**config.mk**
```make
export PLATFORM = sky130hd
export DESIGN_NAME = ft245_rx_ctrl
export DESIGN_NICKNAME = d
export VERILOG_FILES = /design/src/rtl/ft245_rx_ctrl_pkg.sv /design/src/rtl/sync_2ff.sv /design/src/rtl/ft245_rx_ctrl.sv
export SDC_FILE = /design/constraint.sdc
export NUM_CORES = 1
export LEC_CHECK = 0
export CELL_PAD_IN_SITES_DETAIL_PLACEMENT = 2
export CELL_PAD_IN_SITES_GLOBAL_PLACEMENT = 2
export CORE_MARGIN = 10
export CORE_UTILIZATION = 28
export CTS_CLUSTER_DIAMETER = 80
export CTS_CLUSTER_SIZE = 8
export DETAILED_ROUTE_END_ITERATION = 10
export PLACE_DENSITY = 0.85
export SLEW_MARGIN = 15
export SYNTH_ARGS = -nofsm -noshare
export SYNTH_HDL_FRONTEND = slang
export SYNTH_SLANG_ARGS = --single-unit
```
**constraint.sdc**
```tcl
create_clock -name clk -period 1.9 [get_ports clk]
set_input_delay 0.285 -clock clk [delete_from_list [all_inputs] [get_ports clk]]
set_output_delay 0.285 -clock clk [all_outputs]
set_load 0.01 [all_outputs]
```
**src/rtl/ft245_rx_ctrl_pkg.sv**
```systemverilog
// Shared constants and types for the FT245 receive controller.
package ft245_rx_ctrl_pkg;

  localparam int unsigned FT245_RD_LOW_CLKS  = 8;
  localparam int unsigned FT245_RD_HIGH_CLKS = 11;
  localparam int unsigned FT245_CNT_W        = 16;

  typedef enum logic [1:0] {
    ST_IDLE    = 2'd0,
    ST_RD_LOW  = 2'd1,
    ST_RD_HIGH = 2'd2
  } rx_state_e;

  function automatic int unsigned max_u(input int unsigned a, input int unsigned b);
    return (a > b) ? a : b;
  endfunction

endpackage

```
**src/rtl/sync_2ff.sv**
```systemverilog
// Two-flop synchronizer with configurable width and reset value.
module sync_2ff #(
  parameter int unsigned W = 1,
  parameter logic [W-1:0] RST_VAL = '1
) (
  input  logic         clk,
  input  logic         rst,
  input  logic [W-1:0] d,
  output logic [W-1:0] q
);

  logic [W-1:0] meta;

  always_ff @(posedge clk) begin
    if (rst) begin
      meta <= RST_VAL;
      q    <= RST_VAL;
    end else begin
      meta <= d;
      q    <= meta;
    end
  end

endmodule

```
**src/rtl/ft245_rx_ctrl.sv**
```systemverilog
// FT245 receive controller: paced RD# strobes, byte capture, one-entry valid/ready hand-off.
module ft245_rx_ctrl
  import ft245_rx_ctrl_pkg::*;
#(
  parameter int unsigned RD_LOW_CLKS  = FT245_RD_LOW_CLKS,   // >= 2
  parameter int unsigned RD_HIGH_CLKS = FT245_RD_HIGH_CLKS,  // >= 3
  parameter int unsigned CNT_W        = FT245_CNT_W
) (
  input  logic             clk,
  input  logic             rst,
  input  logic             rxf_245,
  input  logic [7:0]       data_245,
  output logic             rx_245,
  output logic [7:0]       rx_data_si,
  output logic             rx_valid_si,
  input  logic             rx_ready_si,
  output logic [CNT_W-1:0] rx_count
);

  localparam int unsigned T_MAX = max_u(RD_LOW_CLKS, RD_HIGH_CLKS);
  localparam int unsigned CW    = (T_MAX > 1) ? $clog2(T_MAX) : 1;

  rx_state_e        state, state_nxt;
  logic [CW-1:0]    cnt, cnt_nxt;
  logic             rx_245_nxt;
  logic             valid_nxt;
  logic [7:0]       data_nxt;
  logic [CNT_W-1:0] count_nxt;
  logic             rxf_s;
  logic             xfer;

  sync_2ff #(
    .W       (1),
    .RST_VAL (1'b1)
  ) u_rxf_sync (
    .clk (clk),
    .rst (rst),
    .d   (rxf_245),
    .q   (rxf_s)
  );

  assign xfer = rx_valid_si && rx_ready_si;

  // State register and all registered outputs.
  always_ff @(posedge clk) begin
    if (rst) begin
      state       <= ST_IDLE;
      cnt         <= '0;
      rx_245      <= 1'b1;
      rx_valid_si <= 1'b0;
      rx_data_si  <= 8'h00;
      rx_count    <= '0;
    end else begin
      state       <= state_nxt;
      cnt         <= cnt_nxt;
      rx_245      <= rx_245_nxt;
      rx_valid_si <= valid_nxt;
      rx_data_si  <= data_nxt;
      rx_count    <= count_nxt;
    end
  end

  // Next state; a capture in RD_LOW overrides the hand-off clear of valid.
  always_comb begin
    state_nxt  = state;
    cnt_nxt    = cnt;
    rx_245_nxt = rx_245;
    valid_nxt  = rx_valid_si;
    data_nxt   = rx_data_si;
    count_nxt  = rx_count;

    if (xfer) begin
      valid_nxt = 1'b0;
      count_nxt = rx_count + CNT_W'(1);
    end

    case (state)
      ST_IDLE: begin
        // Only start when the holding register is guaranteed free at capture time.
        if (!rxf_s && (!rx_valid_si || xfer)) begin
          state_nxt  = ST_RD_LOW;
          rx_245_nxt = 1'b0;
          cnt_nxt    = CW'(RD_LOW_CLKS - 1);
        end
      end
      ST_RD_LOW: begin
        if (cnt == '0) begin
          data_nxt   = data_245;
          valid_nxt  = 1'b1;
          rx_245_nxt = 1'b1;
          cnt_nxt    = CW'(RD_HIGH_CLKS - 1);
          state_nxt  = ST_RD_HIGH;
        end else begin
          cnt_nxt = cnt - CW'(1);
        end
      end
      ST_RD_HIGH: begin
        if (cnt == '0) begin
          state_nxt = ST_IDLE;
        end else begin
          cnt_nxt = cnt - CW'(1);
        end
      end
      default: state_nxt = ST_IDLE;
    endcase
  end

endmodule

```
## After elaboration in Yosys (flattened, before gate mapping)

Index checks and enable logic that the tools add are counted.

| word-level totals | value |
|---|---|
| bits in registers | 34 |
| bits in latches | 0 |
| memory bits (writable) | 0 |
| bits in read-only memories | 0 |
| input bits | 12 |
| output and inout port bits | 26 |
| word-level logic and storage cells | 43 |
| memories kept | 0 |

| cells by class | value |
|---|---|
| add/sub/neg operators | 2 |
| $mul | 0 |
| div/mod/pow operators | 0 |
| order comparisons | 0 |
| eq/ne operators | 6 |
| shift-type cells | 0 |
| multiplexer cells | 14 |
| bitwise logic cells | 0 |
| reductions and logical operators | 13 |

Operator list:

| operator | count |
|---|---|
| adder 16 x 1 -> 16 bit, second input constant | 1 |
| 2-to-1 mux 4 bit | 3 |
| one-hot mux 4 bit (3 select lines) | 1 |
| AND reduction 3 bit | 3 |
| inequality test 2 bit, second input constant | 4 |
| 2-to-1 mux 2 bit | 3 |
| one-hot mux 2 bit (3 select lines) | 1 |
| 2-to-1 mux 1 bit | 5 |
| logical NOT 4 bit | 1 |
| subtractor 4 x 1 -> 4 bit, second input constant | 1 |
| nonzero test 3 bit | 1 |
| == test 2 x 1 -> 1 bit, second input constant | 1 |
| == test 2 bit, second input constant | 1 |
| logical AND 1 bit | 2 |
| logical NOT 1 bit | 2 |
| logical NOT 2 bit | 1 |
| one-hot mux 1 bit (2 select lines) | 1 |
| AND reduction 2 bit | 1 |
| nonzero test 2 bit | 1 |
| logical OR 1 bit | 1 |

## Depth between registers and ports, before layout

Gate-level depths: netlist of the first run.

| logic depth | value |
|---|---|
| word-level depth | 5 |
| depth in mapped cells | 7 |
| gate-level depth less buffers | 6 |

## Cells and area by module

From an unflattened synthesis of the first run, not the netlist that was laid out.

| unflattened totals | value |
|---|---|
| cell total of the unflattened synthesis | 182 |
| area total of the unflattened synthesis | 1571.5 sq um |

Modules (own cells, without submodules):

| module | times used | cells an instance | area each (sq um) | sequential area each (sq um) |
|---|---|---|---|---|
| ft245_rx_ctrl | 1 | 178 | 1519.0 | 640.6 |
| sync_2ff | 1 | 4 | 52.6 | 40.0 |

## Worst setup path before layout of the first run

Ideal clock, no wire load.

| timing path | value |
|---|---|
| path kind | register -> register |
| from | reg cnt[0] |
| to | reg cnt[2] |
| library setup time | 117 ps |
| data arrival time | 1533 ps |
| data required time | 1783 ps |
| setup slack | 249 ps |
| stages on the path, launching flop included | 7 |
| path buffers | 0 |
| clock period less this slack | 1651 ps |
| cell sequence | dfxtp_1 inv_1 ha_1 nor3b_1 a21oi_1 o311ai_0 a32o_1 |

| on the way | value |
|---|---|
| longest elaborated chain between the ends | 3 |
| elaborated cells between the ends (all ways) | 7 |
| classes of those cells | 1 x add/sub; 1 x eq/ne; 3 x mux; 2 x reduce/logical |

RTL lines:

| element | line | text |
|---|---|---|
| start: declaration | ft245_rx_ctrl.sv:24 | `logic [CW-1:0] cnt, cnt_nxt;` |
| start signal: assignment | ft245_rx_ctrl.sv:55 | `cnt <= cnt_nxt;` |
| subtractor 4 x 1 -> 4 bit / logical NOT 4 bit (equally long branches) | n/a |  |
| 2-to-1 mux 4 bit (tied with other cells) | ft245_rx_ctrl.sv:98 | `if (cnt == '0) begin` |
| one-hot mux 4 bit (3 select lines) / AND reduction 3 bit (equally long branches) | n/a |  |

Parallel ways exist; a longest one is shown, timed or not. The select of a mux whose other input is x is not followed.
A chain may end at the register's enable or synchronous reset.

## Final worst setup path of the first run

| timing path | value |
|---|---|
| from | reg cnt[0] |
| to | reg cnt[0] |

Same word-level chain as after synthesis.

==> results of run 1 <==
## area by class of cell
type / count / area, um^2
clock inverter: 2 / 37.5
tap: 72 / 90.1
multi-input combinational: 132 / 838
timing repair buffer: 51 / 488
inverter: 8 / 30.0
fill: 635 / 3240
sequential: 34 / 681
clock buffer: 6 / 72.6
## cells in the final DEF, fill, tap and decap left out, types with 2 or more instances in the layout
master / Yosys / final
ha_1: 7 / 7
or4_1: 2 / 2
or2_2: 2 / 2
o31ai_1: 2 / 2
nand2_1: 24 / 24
and4_1: 2 / 2
and3_1: 2 / 2
buf_4: 1 / 13
xor2_1: 8 / 8
nand4_1: 5 / 5
inv_1: 8 / 8
clkdlybuf4s50_1: 0 / 37
a211oi_1: 2 / 2
o21ai_0: 6 / 6
nor2_1: 19 / 17
nor2b_1: 3 / 3
nand3_1: 4 / 4
a21oi_1: 18 / 17
o311a_1: 2 / 2
clkbuf_8: 1 / 5
xnor2_1: 3 / 3
nor3_1: 3 / 3
dfxtp_1: 34 / 34
## critical path, delay by kind of cell (launching register included)
family	cells	cell delay (ns)
AOI/OAI and AO/OA	3	0.50
adders and majority gates	1	0.17
buffers and inverters	2	0.26
DFF	1	0.34
and+or+nand+nor	1	0.34
## cells by family after synthesis
group	Yosys count	share of synthesized area (%)
buffers and inverters	14	4.68
muxes	1	0.714
adders and majority gates	7	5.56
DFF	34	43.2
and+or+nand+nor	74	24.1
AOI/OAI and AO/OA	39	15.6
xor gates and xnor gates	11	6.11
## power by group through the flow
stage | registers [W] | logic [W] | clock network (W)
after floorplan | 0.000899 | 0.000562 | 0
after global placement | 0.000893 | 0.000908 | 0
after detailed placement | 0.000898 | 0.000960 | 0
after CTS | 0.000884 | 0.000981 | 0.000689
after global routing | 0.000900 | 0.00113 | 0.000722
final | 0.000882 | 0.00101 | 0.000679
## registers in the layout (all words and copies together) (netlist names)
register and flops:
cnt 4, rx_245 1, rx_count 16, rx_data_si 8, rx_valid_si 1, state 2
u_rxf_sync.meta 1, u_rxf_sync.q 1
## how the worst min path moves through the flow
stage / startpoint / end / slack (ns) / cells after the start
2_1_floorplan: rxf_245 / u_rxf_sync.meta$_SDFF_PP1_ / 0.39 / 1
3_3_place_gp: u_rxf_sync.meta$_SDFF_PP1_ / u_rxf_sync.q$_SDFF_PP1_ / 0.39 / 1
3_5_place_dp: u_rxf_sync.meta$_SDFF_PP1_ / u_rxf_sync.q$_SDFF_PP1_ / 0.40 / 1
4_1_cts: rx_data_si[4]$_SDFFE_PP0P_ / rx_data_si[4]$_SDFFE_PP0P_ / 0.46 / 2
5_1_grt: u_rxf_sync.meta$_SDFF_PP1_ / u_rxf_sync.q$_SDFF_PP1_ / 0.47 / 1
6_report: u_rxf_sync.meta$_SDFF_PP1_ / u_rxf_sync.q$_SDFF_PP1_ / 0.45 / 1
## layer usage
metal,vias to the layer above,part of all wire [%]
li1,732,-
met3,4,5.2
met5,-,0
met1,739,45
met2,29,48
met4,0,1.3
## through the flow
stage / TNS, ns / setup WS (ns)
after floorplan: 0 / 0.249
after global placement: 0 / 0.0499
after detailed placement: -0.0324 / -0.0206
after CTS: 0 / 0.0598
after global routing: 0 / 0.0785
final: 0 / 0.204
## repair_timing
item,in CTS,in global routing
gates resized for setup,1,4
buffers inserted,0,0
endpoints found under the setup margin,1,6
==> out/results.tsv, run 1 <==
stage	metric	value	unit
global_route	first-pass GRT wire length	8450	um
worst_setup_path	path depth of the worst reg2reg path	7	
yosys	top post-synthesis cells by area	dfxtp_1, a21oi_1, nand2_1, ha_1, nor2_1	
place	DP Wirelength	3610	um
min_path	hold crit path type	reg2reg	
clock_network	clk slew on worst S/H paths	0.08	ns
sta	Final period util	89.3	%
yosys	post-synthesis sequential area ratio	43.2	%
clock_network	CTS tree	built	
power	PD cells	1150	nW/um^2
worst_setup_path	worst-path cell chain	inv_1, ha_1, nor3b_1, a21oi_2, buf_4, o311a_1, a211oi_1	
worst_setup_path	CP required	2.10	ns
worst_setup_path	r2r startpoint	cnt[0]$_SDFFE_PP0P_	
yosys	top cells by count, synth	dfxtp_1, nand2_1, nor2_1	
sta	slew margin rel.	73.7	%
clock_network	clock sinks	34	
layout	fin nets	251	
power	Int Pwr	0.00165	W
worst_setup_path	critical path's slowest cell	dfxtp_1	
power	NetSw	0.000921	W
floorplanning	Initial Util	28.8	%
worst_setup_path	CP peak stage delay	0.34	ns
clock_network	CTS H-Tree Depth	2	
floorplanning	io pins	38	
sta	Setup Viol. Count Final	0	
global_route	antenna violations before repair	0	
route	DRT iter0 DRCs	43	
yosys	Synth Register Bits	34	
floorplanning	full die area	9030	um^2
yosys	Post-synth EDFFs	0	
route	antenna-violating nets left	0	
worst_setup_path	Reg2Reg Setup Slack	0.20	ns
run	maxcap violations	0	
place	placed insts	297	
yosys	Ys Warns	0	
route	Routed WL per cell	16.2	um
floorplanning	num rows	27	
sta	final hold viol count	0	
power	Clock power frac	26.4	%
sta	Slew @ Worst Pin	0.393	ns
worst_setup_path	CP endpoint kind	flop	
worst_setup_path	worst path arrival time	1.90	ns
sta	final worst path period need	1.70	ns
worst_setup_path	worst setup path startpoint	cnt[0]$_SDFFE_PP0P_	
yosys	Syn Std Cell Area	1580	um^2
clock_network	Clock Latency Late Sink	0.29	ns
yosys	Cells after Synth	180	
worst_setup_path	crit path capture	cnt[0]$_SDFFE_PP0P_	
global_route	vias in the first global route	1719	
route	vias post-DR	1504	
layout	Layout Utilization	40.9	%
global_route	met3 Track Usage GR	3.69	%
global_route	met1 GRT Util	13.4	%
power	Worst VDD drop	0.464	mV
power	sequential power share	34.3	%
global_route	GRT busiest layer	met2	
yosys	count leader, synth	dfxtp_1	
power	Net Sw Frac	35.8	%
layout	fin area	2240	um^2
worst_setup_path	reg-to-reg endpoint	cnt[0]$_SDFFE_PP0P_	
power	Power, Total	0.00257	W
outcome	outcome	completed	
worst_setup_path	critical path launch point type	flop	
yosys	Syn Area/Cell	8.76	um^2
route	Residual DRC	0	
floorplanning	Die W	95.0	um
floorplanning	die height	95.0	um
clock_network	Root Buffer	clkbuf_8	
global_route	grt met2 use	19.6	%
sta	Hold WS	0.455	ns
clock_network	hold buffer count at cts	0	
yosys	top cell type's share of synthesized area	43.2	%
yosys	Post-synth top flop	dfxtp_1	
global_route	GRT overflow	0	
sta	unrepaired setup endpoints after global routing	no	
sta	Peak Freq	590	MHz
layout	synthesis-to-finish area growth	41.9	%
route	DRT Wirelength	4930	um
layout	non-filler cells, final	305	
sta	Clock Skew	0.00798	ns
place	gp weighted congestion	0.787	
power	Gate power share	39.3	%
yosys	Unique masters post-synth	42	
worst_setup_path	Worst Path Max Fanout	5	
route	DR pass1 iterations	4	
clock_network	Clock Path Buffers	2	
power	Leak	0.821	nW
worst_setup_path	Setup CP Type	reg2reg	
layout	share of cells above drive strength 1	14.6	%
yosys	Synth area leader	dfxtp_1	
yosys	ys async rst share	0	%
place	Port Buffers	37	
clock_network	number of CTS-inserted buffers	5	
global_route	GRT Total Usage	11.6	%
layout	n_diodes	0	
global_route	largest net degree at the start of global routing	29	
sta	Max Slew Vio Count	0	
yosys	Syn Nets	199	
route	post-detailed-route via-to-cell ratio	4.93	
floorplanning	CORE AREA	5470	um^2
place	placed inst area	2110	um^2
Power figures use the tool's default switching activity.
==> run 2, diff against run 1 <==
--- a/config.mk
+++ b/config.mk
@@ -12,6 +12,7 @@
 export CTS_CLUSTER_DIAMETER = 80
 export CTS_CLUSTER_SIZE = 8
 export DETAILED_ROUTE_END_ITERATION = 10
+export HOLD_SLACK_MARGIN = 0.1
 export PLACE_DENSITY = 0.85
 export SLEW_MARGIN = 15
 export SYNTH_ARGS = -nofsm -noshare
==> results of run 2 <==
No change in the layout: final DEF, timing and power equal those of run 1.
